==> src/rtl/ifid_hazard_ctrl.sv <==
// Hazard/flush sequencer for the IF/ID latch and PC: arbitrates mispredict, data-memory stall,
// load-use hazard, fetch stall and halt, and drives the latch/PC/bubble controls (Mealy outputs).
module ifid_hazard_ctrl #(
  parameter int unsigned FLUSH_CYCLES = 2,
  parameter int unsigned LU_CYCLES    = 1,
  parameter int unsigned CNT_W        = 16
) (
  input  logic             clk,
  input  logic             rst,
  input  logic             i_id_rs_valid,
  input  logic [2:0]       i_id_rs,
  input  logic             i_id_rt_valid,
  input  logic [2:0]       i_id_rt,
  input  logic             i_idex_memread,
  input  logic [2:0]       i_idex_rd,
  input  logic             i_ex_mispredict,
  input  logic             i_imem_stall,
  input  logic             i_dmem_stall,
  input  logic             i_halt_req,
  output logic             o_nop_mech,
  output logic             o_nop_branch,
  output logic             o_fetch_stall,
  output logic             o_pc_we,
  output logic             o_pc_redirect,
  output logic             o_idex_bubble,
  output logic             o_pipe_freeze,
  output logic             o_halted,
  output logic [CNT_W-1:0] o_stall_count,
  output logic [CNT_W-1:0] o_flush_count
);

  localparam int unsigned MAX_CYC = (FLUSH_CYCLES > LU_CYCLES) ? FLUSH_CYCLES : LU_CYCLES;
  localparam int unsigned SEQ_W   = (MAX_CYC > 1) ? $clog2(MAX_CYC) : 1;

  typedef enum logic [2:0] {
    S_RUN,
    S_LU_STALL,
    S_FLUSH,
    S_MEM_WAIT,
    S_HALT
  } state_t;

  state_t             r_state;
  state_t             r_ret_state;
  logic [SEQ_W-1:0]   r_seq_cnt;
  logic [CNT_W-1:0]   r_stall_count;
  logic [CNT_W-1:0]   r_flush_count;

  state_t             w_eff_state;
  state_t             w_next_state;
  state_t             w_next_ret;
  logic [SEQ_W-1:0]   w_next_cnt;
  logic               w_flush_evt;
  logic               w_hazard;

  assign w_hazard = i_idex_memread &
                    ((i_id_rs_valid & (i_id_rs == i_idex_rd)) |
                     (i_id_rt_valid & (i_id_rt == i_idex_rd)));

  // MEM_WAIT behaves as the frozen state once the data memory becomes ready
  assign w_eff_state = (r_state == S_MEM_WAIT) ? r_ret_state : r_state;

  assign o_stall_count = r_stall_count;
  assign o_flush_count = r_flush_count;

  always_ff @(posedge clk or posedge rst) begin
    if (rst) begin
      r_state       <= S_RUN;
      r_ret_state   <= S_RUN;
      r_seq_cnt     <= '0;
      r_stall_count <= '0;
      r_flush_count <= '0;
    end else begin
      r_state     <= w_next_state;
      r_ret_state <= w_next_ret;
      r_seq_cnt   <= w_next_cnt;
      if (!o_pc_we && !o_halted && (r_stall_count != '1))
        r_stall_count <= r_stall_count + CNT_W'(1);
      if (w_flush_evt && (r_flush_count != '1))
        r_flush_count <= r_flush_count + CNT_W'(1);
    end
  end

  always_comb begin
    w_next_state  = r_state;
    w_next_ret    = r_ret_state;
    w_next_cnt    = r_seq_cnt;
    w_flush_evt   = 1'b0;
    o_nop_mech    = 1'b0;
    o_nop_branch  = 1'b0;
    o_fetch_stall = 1'b0;
    o_pc_we       = 1'b1;
    o_pc_redirect = 1'b0;
    o_idex_bubble = 1'b0;
    o_pipe_freeze = 1'b0;
    o_halted      = 1'b0;
    if (!rst) begin
      if (w_eff_state == S_HALT) begin
        o_halted     = 1'b1;
        o_nop_mech   = 1'b1;
        o_pc_we      = 1'b0;
        w_next_state = S_HALT;
      end else if (i_ex_mispredict) begin
        // wrong-path events in this cycle are dropped
        o_nop_branch  = 1'b1;
        o_pc_redirect = 1'b1;
        o_idex_bubble = 1'b1;
        w_flush_evt   = 1'b1;
        if (FLUSH_CYCLES > 1) begin
          w_next_state = S_FLUSH;
          w_next_cnt   = SEQ_W'(FLUSH_CYCLES - 1);
        end else begin
          w_next_state = S_RUN;
        end
      end else if (i_dmem_stall) begin
        o_pipe_freeze = 1'b1;
        o_nop_mech    = 1'b1;
        o_pc_we       = 1'b0;
        w_next_state  = S_MEM_WAIT;
        w_next_ret    = w_eff_state;
      end else begin
        case (w_eff_state)
          S_FLUSH: begin
            o_nop_branch = 1'b1;
            w_next_cnt   = r_seq_cnt - SEQ_W'(1);
            w_next_state = (r_seq_cnt <= SEQ_W'(1)) ? S_RUN : S_FLUSH;
          end
          S_LU_STALL: begin
            o_nop_mech    = 1'b1;
            o_pc_we       = 1'b0;
            o_idex_bubble = 1'b1;
            w_next_cnt    = r_seq_cnt - SEQ_W'(1);
            w_next_state  = (r_seq_cnt <= SEQ_W'(1)) ? S_RUN : S_LU_STALL;
          end
          default: begin
            w_next_state = S_RUN;
            if (w_hazard) begin
              o_nop_mech    = 1'b1;
              o_pc_we       = 1'b0;
              o_idex_bubble = 1'b1;
              if (LU_CYCLES > 1) begin
                w_next_state = S_LU_STALL;
                w_next_cnt   = SEQ_W'(LU_CYCLES - 1);
              end
            end else if (i_imem_stall) begin
              o_fetch_stall = 1'b1;
              o_pc_we       = 1'b0;
            end else if (i_halt_req) begin
              o_nop_mech    = 1'b1;
              o_pc_we       = 1'b0;
              o_idex_bubble = 1'b1;
              w_next_state  = S_HALT;
            end
          end
        endcase
      end
    end
  end

endmodule

==> config.mk <==
export PLATFORM = sky130hd
export DESIGN_NAME = ifid_hazard_ctrl
export DESIGN_NICKNAME = d
export VERILOG_FILES = /design/src/rtl/ifid_hazard_ctrl.sv
export SDC_FILE = /design/constraint.sdc
export NUM_CORES = 1
export LEC_CHECK = 0
export CAP_MARGIN = 15
export CORE_MARGIN = 10
export CORE_UTILIZATION = 51
export DETAILED_ROUTE_END_ITERATION = 8
export GPL_ROUTABILITY_DRIVEN = 0
export PLACE_DENSITY = 0.94
export SLEW_MARGIN = 20
export SYNTH_ARGS = -nofsm -noshare
export SYNTH_HDL_FRONTEND = slang
export SYNTH_SLANG_ARGS = --single-unit
==> constraint.sdc <==
create_clock -name clk -period 3.7 [get_ports clk]
set_input_delay 0.37 -clock clk [delete_from_list [all_inputs] [get_ports clk]]
set_output_delay 0.37 -clock clk [all_outputs]
set_load 0.1 [all_outputs]
==> run metrics <==
number of distinct library cells after synthesis=42; Bufs on Longest Clock Path=2; final-report setup violation count=0; measured slew at the worst slew-check pin=1.01 ns; initial standard-cell utilization of the core=0.520; Placeable Area=3970 sq um; hold buffer count at CTS=0; Mapped Nets=222; kind of end point of the critical path=output pin; routed length per instance=15.5 um; unrepaired setup endpoints after global routing=no; proportion of power drawn by flip-flops and latches=0.344; count of antenna-violating nets left after detailed routing=0; met2 capacity usage during global routing=0.243; fraction of power consumed by combinational cells=0.456; EDFF count, synth=0; # Max-Cap Violations=0; Top Ports=58; maximum number of pins on one net before global-route repair=40; net switching fraction of the power=0.479; outcome=finished, final reports clean; Clock Skews=0.00364 ns; n_diodes=0; proportion of register bits with asynchronous set or reset after synthesis=1.00; grt met3 use=0.0654; kind of start point of the critical path=primary input; number of buffers inserted during clock tree synthesis=5; number of search-and-repair iterations in the first detailed-routing pass=4; Die X-Extent=83.7 um; number of rows created at floorplan=23; Synth-to-Final Area Change=34.7%; Clock Power Share=0.200; fraction of layout cells with a size suffix above 1=0.109; global-route met1 utilization=0.152; Largest stage delay, worst path=0.45 ns; Overall Global Routing Usage=0.143; post-synth design cell area=2070 sq um; Vias per Instance=5.55; total leakage power=1.23 nW; Reg clk slew, reported paths=0.07 ns; IO Port Bufs=57; cell occurring most often along the worst timing path=o21ai_0; IR Drop Worst-Case VDD=0.614 mV; sw power=0.797 mW; endpoint required time on the critical path=3.33 ns; peak-usage layer in the global routing report=met2; data arrival time at the worst-slack endpoint=2.44 ns; cells traversed along the worst timing path=clkdlybuf4s50_1 -> xnor2_1 -> and4_1 -> o21ai_0 -> o211a_2 -> o21ai_0 -> nand2_1 -> buf_4; synthesis-stage register bit count=38; mean cell area of the mapped netlist=10.2 sq um; net total in the final layout=285; Hold Path Class=reg2reg; 1st-iter DRT viols=88; Setup TNS Final=0 ns; wire length of the first global-routing pass=8.38 mm; type of the worst setup path=in2out; share of synthesized area occupied by flip-flops and latches=0.460; buffers inserted during post-CTS setup optimization=0; CP Max Fanout=16; number of levels the H-tree was split into=2; number of standard cells after synthesis=202; final clock period utilization by the worst path=0.760; Die Area=7000 sq um; via count of the first global-routing pass=1,796; vias post-DR=1,755; count of instances resized after the clock tree is built=0; leading register cell type out of synthesis=dfrtp_1; area fraction of the dominant cell type after synthesis=0.460; die outline height=83.7 um; final-report max-slew violation count=0; leftover overflow at the end of global routing=0; power density of the placed cells=598 nW/um^2; achievable clock frequency=356 MHz; post-layout utilization of the core=0.701; internal cell power=0.868 mW; number of antenna violations at the first check in global routing=0; total detailed-routing wirelength=4.90 mm; CP max stage cell=clkdlybuf4s50_1; TritonCTS clock tree=built; final-report hold violation count=0; latest clock arrival within the worst-skew pair=0.30 ns; dominant cells by area after synthesis=dfrtp_1, xor2_1, xnor2_1; clock root cell=clkbuf_8; Slew headroom=0.322; placed wire-length estimate after detailed placement=3.76 mm; number of warnings issued by yosys=0; largest area contributor in the synthesized netlist=dfrtp_1; DR DRC count=0; final critical delay including setup and external delays=2.81 ns; clock net sink count=38
worst max-delay path: cells and delay by family:
| kind | cells | cell delay, ns |
|---|---|---|
| compound gates | 3 | 0.90 |
| buf+inv | 2 | 0.73 |
| simple gates | 2 | 0.29 |
| xor+xnor | 1 | 0.14 |
power by group through the flow:
stage / Sequential, mW / Combinational [mW] / Clock [mW]
2_1_floorplan: 0.932 / 0.215 / 0
3_3_place_gp: 0.576 / 0.752 / 0
4_1_cts: 0.573 / 0.766 / 0.338
6_report: 0.572 / 0.760 / 0.333
5_1_grt: 0.586 / 0.794 / 0.363
3_5_place_dp: 0.580 / 0.764 / 0
placed cells by master, fill, tap and decap left out, drive strengths merged:
| master | n |
|---|---|
| a211oi | 1 |
| a21boi | 2 |
| a21o | 1 |
| a21oi | 5 |
| a22o | 1 |
| a2bb2oi | 1 |
| and2 | 3 |
| and2b | 1 |
| and3 | 3 |
| and4 | 5 |
| and4bb | 1 |
| buf | 9 |
| clkbuf | 8 |
| clkdlybuf4s50 | 49 |
| dfrtp | 38 |
| ha | 2 |
| inv | 5 |
| mux2 | 3 |
| nand2 | 17 |
| nand2b | 3 |
| nand3 | 13 |
| nand4 | 9 |
| nor2 | 15 |
| nor3 | 8 |
| nor3b | 2 |
| nor4 | 6 |
| nor4b | 1 |
| o211a | 2 |
| o21a | 1 |
| o21ai | 6 |
| o21bai | 1 |
| o22a | 1 |
| o31ai | 1 |
| o41ai | 1 |
| or2 | 1 |
| or3 | 3 |
| or3b | 2 |
| xnor2 | 17 |
| xor2 | 18 |
cell families (layout without fill, tap and decap cells):
group                    count (synthesis)  count (layout)  synth area share
multiplexers                             3               3            0.0163
XOR/XNOR                                35              35             0.148
flip-flops                              38              38             0.460
AO/OA/AOI/OAI                           24              24            0.0957
buffers and inverters                    7              71            0.0151
AND/OR/NAND/NOR                         93              93             0.252
adder cells (fa/ha/maj)                  2               2            0.0121
stage by stage:
stage | hold slack, ns | instances | area [sq um] | total power [mW] | setup slack (ns)
2_1_floorplan | 0.477 | 202 | 2070 | 1.15 | 0.103
3_3_place_gp | 0.479 | 308 | 2680 | 1.33 | 0.985
3_5_place_dp | 0.498 | 308 | 2680 | 1.34 | 0.892
4_1_cts | 0.509 | 316 | 2790 | 1.68 | 0.880
5_1_grt | 0.539 | 316 | 2790 | 1.74 | 0.797
6_report | 0.504 | 316 | 2790 | 1.67 | 0.889
layout make-up:
class	count	area, sq um
fillers	317	1190
multi-input cells	157	1080
flip-flops and latches	38	951
repair buffers	58	558
clock buffers	8	110
well taps	50	62.6
inverters	5	18.8
synthesized netlist by cell type, drive strengths merged, types with 2 or more instances:
cell type  instances
o211a              2
mux2               3
xor2              18
buf                2
nand4              9
nand2b             3
dfrtp             38
o21ai              6
ha                 2
nor2              15
nand3             13
and2               3
or3b               2
nor3b              2
xnor2             17
nor4               6
and3               3
or3                3
nand2             17
inv                5
and4               5
nor3               8
a21oi              5
a21boi             2
sequential cells by signal, summed over array words and instances (netlist names):
register	cells
o_flush_count	16
o_stall_count	16
r_ret_state	3
r_state	3
metal layers:
metal | wire length, um | vias to the layer above
li1 | - | 848
met1 | 1890 | 845
met2 | 2530 | 58
met3 | 433 | 4
met4 | 45 | 0
met5 | 0 | -
worst paths after layout:
| check | startpoint | slack [ns] | depth (start not counted) | to |
|---|---|---|---|---|
| setup / recovery | i_idex_rd[1] | 0.89 | 8 | o_pc_we |
| hold / removal | o_stall_count[11]$_DFFE_PP0P_ | 0.50 | 1 | o_stall_count[11]$_DFFE_PP0P_ |
| setup reg to reg | r_state[1]$_DFFE_PP0N_ | 1.43 | 6 | o_stall_count[1]$_DFFE_PP0P_ |
| hold reg to reg | o_stall_count[11]$_DFFE_PP0P_ | 0.50 | 1 | o_stall_count[11]$_DFFE_PP0P_ |
| max in group asynchronous | rst | 2.60 | 3 | o_flush_count[9]$_DFFE_PP0P_ |
| min in group asynchronous | rst | 0.77 | 3 | r_ret_state[1]$_DFFE_PP0P_ |
(Power assumes the default switching activity.)
